$ cat src/rtl/gba_ppu_pkg.sv
// Shared PPU types and constants: BG map entry layout, fetcher states, screen and VRAM block sizes.
package gba_ppu_pkg;

  localparam int SCREEN_W = 240;
  localparam int SCREEN_H = 160;
  localparam int SB_BYTES = 2048;
  localparam int CB_BYTES = 16384;

  typedef struct packed {
    logic [3:0] bank;
    logic       vflip;
    logic       hflip;
    logic [9:0] tile;
  } bg_map_entry_t;

  typedef enum logic [2:0] {
    FS_IDLE = 3'd0,
    FS_MAP  = 3'd1,
    FS_ROW0 = 3'd2,
    FS_ROW1 = 3'd3,
    FS_EMIT = 3'd4
  } fetch_state_e;

endpackage

$ cat src/rtl/bg_text_fetcher_if.sv
// VRAM read port plus pixel stream of one BG fetcher; master = fetcher, slave = VRAM/compositor side.
interface bg_text_fetcher_if;
  logic [13:0] vram_addr;
  logic [31:0] vram_rdata;
  logic        pix_valid;
  logic        pix_ready;
  logic [7:0]  pix_data;
  logic        pix_transp;

  modport master (
    output vram_addr,
    input  vram_rdata,
    output pix_valid,
    input  pix_ready,
    output pix_data,
    output pix_transp
  );

  modport slave (
    input  vram_addr,
    output vram_rdata,
    input  pix_valid,
    output pix_ready,
    input  pix_data,
    input  pix_transp
  );
endinterface

$ cat src/rtl/bg_pix_unpack.sv
// Combinational pixel picker: selects one 4bpp nibble or 8bpp byte from the latched row word(s).
module bg_pix_unpack
  import gba_ppu_pkg::*;
(
  input  logic [31:0] row0,
  input  logic [31:0] row1,
  input  logic [2:0]  pidx,
  input  logic        hflip,
  input  logic [3:0]  bank,
  input  logic        bpp8,
  output logic [7:0]  pix_data,
  output logic        pix_transp
);
  logic [2:0] n;
  logic [3:0] nib;
  logic [7:0] byte_sel;

  assign n = hflip ? ~pidx : pidx;

  always_comb begin
    nib      = row0[{n, 2'b00} +: 4];
    byte_sel = n[2] ? row1[{n[1:0], 3'b000} +: 8] : row0[{n[1:0], 3'b000} +: 8];
    if (bpp8) begin
      pix_data   = byte_sel;
      pix_transp = (byte_sel == 8'h00);
    end else begin
      pix_data   = {bank, nib};
      pix_transp = (nib == 4'h0);
    end
  end
endmodule

$ cat src/rtl/bg_text_fetcher.sv
// Text-mode BG fetcher: walks map and char data per scanline and streams 240 palette indices.
// Define BG_FETCH_8BPP_EN to build 8bpp tiles (ROW1 state); otherwise bpp8 is ignored.
module bg_text_fetcher
  import gba_ppu_pkg::*;
(
  input  logic       clk,
  input  logic       rst_n,
  input  logic       line_start,
  input  logic [7:0] line,
  input  logic [8:0] hofs,
  input  logic [8:0] vofs,
  input  logic [4:0] scr_base,
  input  logic [1:0] chr_base,
  input  logic [1:0] scr_size,
  input  logic       bpp8,
  bg_text_fetcher_if.master bus,
  output logic       busy,
  output logic       line_done
);
  localparam logic [2:0] S_IDLE = 3'(FS_IDLE);
  localparam logic [2:0] S_MAP  = 3'(FS_MAP);
  localparam logic [2:0] S_ROW0 = 3'(FS_ROW0);
`ifdef BG_FETCH_8BPP_EN
  localparam logic [2:0] S_ROW1 = 3'(FS_ROW1);
`endif
  localparam logic [2:0] S_EMIT = 3'(FS_EMIT);

  logic [2:0]    state;
  logic [8:0]    cfg_y, tcol, y_sum, tcol_sum;
  logic [2:0]    cfg_fine, prow, pidx;
  logic [4:0]    cfg_scr_base, sb_blk;
  logic [1:0]    cfg_chr_base, cfg_scr_size, sb;
  logic          cfg_bpp8, bpp8_eff, first_tile;
  logic [7:0]    pcount;
  bg_map_entry_t entry;
  logic [31:0]   row0, row1;
  logic [5:0]    tx, ty;
  logic [13:0]   map_word, chr_word;
  logic          skipping, pix_valid_i, accept, last_pix, step;
  logic [7:0]    up_data;
  logic          up_transp;

`ifdef BG_FETCH_8BPP_EN
  assign bpp8_eff = bpp8;
`else
  assign bpp8_eff = bpp8 & 1'b0;
  assign row1     = '0;
`endif

  // Screen dimensions of 256 drop bit 8, giving the mod-W / mod-H wrap for free.
  assign y_sum    = vofs + {1'b0, line};
  assign tcol_sum = tcol + 9'd8;
  assign tx       = tcol[8:3];
  assign ty       = cfg_y[8:3];

  always_comb begin
    sb = 2'd0;
    case (cfg_scr_size)
      2'd1:    sb = {1'b0, tx[5]};
      2'd2:    sb = {1'b0, ty[5]};
      2'd3:    sb = {ty[5], tx[5]};
      default: sb = 2'd0;
    endcase
  end

  assign sb_blk   = cfg_scr_base + {3'b000, sb};
  assign map_word = 14'(sb_blk * (SB_BYTES / 4)) + {5'b00000, ty[4:0], tx[4:1]};
  assign prow     = entry.vflip ? ~cfg_y[2:0] : cfg_y[2:0];
  assign chr_word = 14'(cfg_chr_base * (CB_BYTES / 4)) +
                    (cfg_bpp8 ? {entry.tile, prow, 1'b0} : {1'b0, entry.tile, prow});

  always_comb begin
    bus.vram_addr = '0;
    case (state)
      S_MAP:  bus.vram_addr = map_word;
      S_ROW0: bus.vram_addr = chr_word;
`ifdef BG_FETCH_8BPP_EN
      S_ROW1: bus.vram_addr = chr_word + 14'd1;
`endif
      default: bus.vram_addr = '0;
    endcase
  end

  // Leading fine-scroll pixels of the first tile burn a cycle each with valid low.
  assign skipping    = (state == S_EMIT) && first_tile && (pidx < cfg_fine);
  assign pix_valid_i = (state == S_EMIT) && !skipping;
  assign accept      = pix_valid_i && bus.pix_ready;
  assign last_pix    = accept && (pcount == 8'(SCREEN_W - 1));
  assign step        = accept || skipping;

  bg_pix_unpack u_unpack (
    .row0       (row0),
    .row1       (row1),
    .pidx       (pidx),
    .hflip      (entry.hflip),
    .bank       (entry.bank),
    .bpp8       (cfg_bpp8),
    .pix_data   (up_data),
    .pix_transp (up_transp)
  );

  assign bus.pix_valid  = pix_valid_i;
  assign bus.pix_data   = pix_valid_i ? up_data : 8'h00;
  assign bus.pix_transp = pix_valid_i & up_transp;

  always_ff @(posedge clk or negedge rst_n) begin
    if (!rst_n) begin
      state        <= S_IDLE;
      cfg_y        <= '0;
      cfg_fine     <= '0;
      cfg_scr_base <= '0;
      cfg_chr_base <= '0;
      cfg_scr_size <= '0;
      cfg_bpp8     <= 1'b0;
      tcol         <= '0;
      entry        <= '0;
      row0         <= '0;
`ifdef BG_FETCH_8BPP_EN
      row1         <= '0;
`endif
      pidx         <= '0;
      first_tile   <= 1'b0;
      pcount       <= '0;
      busy         <= 1'b0;
      line_done    <= 1'b0;
    end else begin
      line_done <= 1'b0;
      case (state)
        S_IDLE: begin
          // The cycle that reports line_done must not restart a line.
          if (line_start && !line_done) begin
            cfg_y        <= {y_sum[8] & scr_size[1], y_sum[7:0]};
            tcol         <= {hofs[8] & scr_size[0], hofs[7:3], 3'b000};
            cfg_fine     <= hofs[2:0];
            cfg_scr_base <= scr_base;
            cfg_chr_base <= chr_base;
            cfg_scr_size <= scr_size;
            cfg_bpp8     <= bpp8_eff;
            pidx         <= '0;
            first_tile   <= 1'b1;
            pcount       <= '0;
            busy         <= 1'b1;
            state        <= S_MAP;
          end
        end
        S_MAP: begin
          entry <= bg_map_entry_t'(tcol[3] ? bus.vram_rdata[31:16] : bus.vram_rdata[15:0]);
          state <= S_ROW0;
        end
        S_ROW0: begin
          row0 <= bus.vram_rdata;
`ifdef BG_FETCH_8BPP_EN
          state <= cfg_bpp8 ? S_ROW1 : S_EMIT;
`else
          state <= S_EMIT;
`endif
        end
`ifdef BG_FETCH_8BPP_EN
        S_ROW1: begin
          row1  <= bus.vram_rdata;
          state <= S_EMIT;
        end
`endif
        S_EMIT: begin
          if (step) pidx <= pidx + 3'd1;
          if (accept) pcount <= pcount + 8'd1;
          if (last_pix) begin
            busy      <= 1'b0;
            line_done <= 1'b1;
            state     <= S_IDLE;
          end else if (step && pidx == 3'd7) begin
            first_tile <= 1'b0;
            tcol       <= {tcol_sum[8] & cfg_scr_size[0], tcol_sum[7:0]};
            state      <= S_MAP;
          end
        end
        default: state <= S_IDLE;
      endcase
    end
  end
endmodule

$ cat src/flat_wrapper.sv
// flat-port wrapper written by rule: the top's interface ports become plain ports
module bg_text_fetcher_flat import gba_ppu_pkg::*;
  (clk, rst_n, line_start, line, hofs, vofs, scr_base, chr_base, scr_size, bpp8, busy, line_done, bus_vram_addr, bus_vram_rdata, bus_pix_valid, bus_pix_ready, bus_pix_data, bus_pix_transp);
  bg_text_fetcher_if bus_i ();
  input  logic clk;
  input  logic rst_n;
  input  logic line_start;
  input  logic [7:0] line;
  input  logic [8:0] hofs;
  input  logic [8:0] vofs;
  input  logic [4:0] scr_base;
  input  logic [1:0] chr_base;
  input  logic [1:0] scr_size;
  input  logic bpp8;
  output logic busy;
  output logic line_done;
  output wire logic [$bits(bus_i.vram_addr)-1:0] bus_vram_addr;
  input wire logic [$bits(bus_i.vram_rdata)-1:0] bus_vram_rdata;
  output wire logic [$bits(bus_i.pix_valid)-1:0] bus_pix_valid;
  input wire logic [$bits(bus_i.pix_ready)-1:0] bus_pix_ready;
  output wire logic [$bits(bus_i.pix_data)-1:0] bus_pix_data;
  output wire logic [$bits(bus_i.pix_transp)-1:0] bus_pix_transp;
  assign bus_vram_addr = bus_i.vram_addr;
  assign bus_i.vram_rdata = bus_vram_rdata;
  assign bus_pix_valid = bus_i.pix_valid;
  assign bus_i.pix_ready = bus_pix_ready;
  assign bus_pix_data = bus_i.pix_data;
  assign bus_pix_transp = bus_i.pix_transp;
  bg_text_fetcher u_core (.clk(clk), .rst_n(rst_n), .line_start(line_start), .line(line), .hofs(hofs), .vofs(vofs), .scr_base(scr_base), .chr_base(chr_base), .scr_size(scr_size), .bpp8(bpp8), .bus(bus_i), .busy(busy), .line_done(line_done));
endmodule
$ cat config.mk
export PLATFORM = sky130hd
export DESIGN_NAME = bg_text_fetcher_flat
export DESIGN_NICKNAME = d
export VERILOG_FILES = /design/src/rtl/gba_ppu_pkg.sv /design/src/rtl/bg_text_fetcher_if.sv /design/src/rtl/bg_pix_unpack.sv /design/src/rtl/bg_text_fetcher.sv /design/src/flat_wrapper.sv
export SDC_FILE = /design/constraint.sdc
export NUM_CORES = 1
export LEC_CHECK = 0
export ABC_CLOCK_PERIOD_IN_PS = 5700
export CAP_MARGIN = 30
export CELL_PAD_IN_SITES_DETAIL_PLACEMENT = 1
export CELL_PAD_IN_SITES_GLOBAL_PLACEMENT = 1
export CORE_MARGIN = 2
export CORE_UTILIZATION = 46
export CTS_CLUSTER_DIAMETER = 50
export DETAILED_ROUTE_END_ITERATION = 10
export GPL_ROUTABILITY_DRIVEN = 0
export PLACE_DENSITY = 0.93
export REMOVE_ABC_BUFFERS = 1
export SYNTH_ARGS = -nofsm -noshare
export SYNTH_HDL_FRONTEND = slang
export SYNTH_HIERARCHICAL = 1
export SYNTH_SLANG_ARGS = --single-unit
$ cat constraint.sdc
create_clock -name clk -period 5.7 [get_ports clk]
set_input_delay 0.57 -clock clk [delete_from_list [all_inputs] [get_ports clk]]
set_output_delay 0.57 -clock clk [all_outputs]
set_load 0.05 [all_outputs]
==> run summary <==
Fraction of layout cells with a size suffix above 1 -> 12.1%
NetSw -> 2120 uW
Outcome -> complete, no violations
H-tree Lvls -> 3
Crit path max fanout -> 33
CTS clk-pin slew, worst paths -> 0.08 ns
Die W -> 123 um
Area grow syn2layout -> 24.2%
Final instance area -> 8120 um2
Worst Clk Skew -> 0.00910 ns
Setup violators final -> 0
Clk_lat worst skew -> 0.36 ns
Placed cells -> 982
DR vias/cell -> 6.20
Sequential share of power -> 31.5%
Core Box Area -> 13900 um2
Tightest Pin Transition -> 1.06 ns
Die area -> 15200 um2
R2R Setup Slk -> 2.32 ns
Initial Util -> 47.1%
Distinct cells, synth -> 72
Fmax -> 0.217 GHz
RSZ-0062 raised after global routing -> false
Clock tree root buffer cell -> clkbuf_16
Antenna Violating Nets Remaining -> 0
Crit. End Element -> primary output
Nets@finish -> 904
Final period util -> 80.7%
Worst slew margin -> 29.1%
Largest net degree at the start of global routing -> 59
Worst r2r path cells -> 6
Setup tns final -> 0 ns
Worst path cell trace -> clkinv_1 -> a2bb2o_1 -> a2bb2oi_1 -> a22oi_1 -> nand2_1 -> o31ai_1 -> and3_1 -> clkdlybuf4s50_1
Pre-antenna DRT Iters -> 4
Worst path depth -> 8
Cell family contributing the most delay on the critical path -> buffers and inverters
I/O Buffers -> 96
Final hold vios -> 0
TritonCTS clock tree -> done
Max cap viols -> 0
Num rows -> 43
Hpwl dp -> 15.6 mm
DRC violations left -> 0
Crit path kind -> reg -> out
Avg Cell Area, Syn -> 9.68 um2
Diode count -> 0
Post-CTS setup repair buffer count -> 0
VDD IR max -> 0.000233 V
EDFF count, synth -> 0
Number of global-route vias before repair -> 6673
Logic pwr share -> 54.0%
Cells after synthesis -> 675
Reg2Reg Capture Point -> u_core/tcol[4]
Final worst path period need -> 4.60 ns
#FFs+latches synth -> 92
Worst min path class -> in -> async
Post-CTS sizing -> 0
Reg-to-reg startpoint -> u_core/pidx[2]
Routed via count -> 6188
Non-Filler Instances -> 998
Critical Path Slowest Stage Cell -> dfrtp_1
WL/cell -> 23.0 um
Sink Count -> 92
Ys flop type -> dfrtp_1
Internal power -> 2290 uW
Crit start category -> flip-flop
GRT Resource Usage Total -> 31.4%
PwrDens -> 544 nW/um2
Sequential fraction of the synthesis area -> 35.2%
Worst path buffer plus inverter count -> 2
Cell Area, Synth -> 6540 um2
First-pass GRT wire length -> 36.2 mm
CTS Buffer Depth -> 2
CP arrival -> 4.03 ns
Final Max Tran Viols -> 0
Post-Route WL -> 23.0 mm
Ys Warns -> 6
DP Area -> 7820 um2
DR iter-0 viols -> 478
Initial antenna violation count -> 0
Synth async-reset ratio -> 100%
Lkg Pwr -> 0.00351 uW
Max stage delay on crit path -> 1.05 ns
CTS Buf Count -> 9
Crit path required time -> 5.13 ns
Gr ovfl total -> 0
Cts hold-fix bufs -> 0
Switching Share -> 48.1%
IO Count -> 98
Clk pwr share -> 14.5%
Die Ht -> 123 um
layer usage:
layer,part of all wire [%],GRT usage [%],up-vias
met1,38,37.4,3114
met5,0,0,-
met2,52,56.1,275
met3,5.0,4.24,84
li1,-,-,2715
met4,4.1,14.5,0
registers in the layout, summed over array words and instances, names as in the netlist:
name and count:
u_core/pidx 3, u_core/cfg_fine 3, u_core/cfg_y 9, u_core/cfg_scr_base 5, u_core/first_tile 1, u_core/tcol 6, u_core/state 3, u_core/pcount 8
u_core/line_done 1, u_core/row0 32, u_core/busy 1, u_core/entry 16, u_core/cfg_scr_size 2, u_core/cfg_chr_base 2
logic make-up (layout without fill, tap and decap cells):
kind of cell	count (synthesis)	count (layout)	share of synthesized area [%]
flip-flops	92	92	35.2
XOR/XNOR	17	17	2.28
AO/OA/AOI/OAI	181	181	18.7
multiplexers	113	113	20.8
adder cells (fa/ha/maj)	19	19	3.87
buffers and inverters	60	138	4.69
AND/OR/NAND/NOR	192	192	14.4
other	1	66	0.0574
synthesized netlist by cell type, types with 4 or more instances:
cell type / count / area share, %
xor2_1: 11 / 1.5
a22o_1: 19 / 2.5
o21bai_1: 6 / 0.69
and3_1: 14 / 1.3
mux4_2: 14 / 4.8
clkbuf_1: 15 / 0.86
mux2i_1: 61 / 9.3
a21oi_1: 56 / 4.3
nor2b_1: 4 / 0.38
nor3b_1: 4 / 0.46
buf_2: 16 / 1.2
or2_2: 5 / 0.48
a211oi_1: 4 / 0.46
a31oi_1: 7 / 0.67
nand2b_1: 8 / 0.77
nor2_1: 33 / 1.9
o22ai_1: 24 / 2.3
xnor2_1: 6 / 0.80
inv_1: 14 / 0.80
nor4_1: 5 / 0.48
a21o_1: 7 / 0.80
nand4_1: 5 / 0.48
nand2_1: 87 / 5.0
nand3_1: 6 / 0.46
o22a_1: 6 / 0.80
ha_1: 17 / 3.3
mux2_2: 37 / 6.4
o21ai_0: 22 / 1.7
dfrtp_1: 92 / 35
buf_1: 6 / 0.34
worst max path at each step:
stage | end | slack, ns | start
after floorplan | bus_pix_transp | 0.79 | u_core/pidx[0]
after global placement | bus_pix_transp | 1.69 | u_core/pidx[2]
after detailed placement | bus_pix_data[1] | 1.61 | u_core/pidx[2]
after CTS | bus_pix_data[1] | 1.18 | u_core/pidx[2]
after global routing | bus_pix_data[1] | 1.0 | u_core/pidx[2]
final | bus_pix_data[1] | 1.10 | u_core/pidx[2]
stage by stage:
step	util (%)	hold slack [ns]	worst slack (ns)	total power, uW
after floorplan	-	0.274	0.792	2870
after global placement	56.2	0.467	1.69	3440
after detailed placement	56.3	0.487	1.61	3650
after CTS	58.5	0.214	1.18	4360
after global routing	58.5	0.242	1.00	4630
final	58.5	0.200	1.10	4420
cell usage in the layout (no fill, tap or decap), types with 14 or more instances in the layout:
cell type	Yosys	layout
a21oi_1	56	56
a22o_1	19	19
and3_1	14	14
clkdlybuf4s50_1	0	95
conb_1	1	66
dfrtp_1	92	91
ha_1	17	17
inv_1	14	14
mux2_2	37	37
mux2i_1	61	61
mux4_2	14	14
nand2_1	87	87
nor2_1	33	33
o21ai_0	22	22
o22ai_1	24	24
power by group through the flow:
stage                     logic [uW]  registers (uW)  clock network [uW]
final                           2390            1390                 639
after floorplan                 1620            1260                   0
after detailed placement        2270            1370                   0
after global routing            2530            1430                 670
after CTS                       2330            1380                 648
after global placement          2120            1320                   0
area by class of cell:
type	count	area (um2)
multi-input cells	588	4190
flip-flops and latches	92	2310
well taps	180	225
clock inverters	7	75.1
inverters	15	56.3
fillers	1577	5770
clock buffers	9	225
repair buffers	107	1040
No activity file was read; power rests on OpenSTA's default activity.
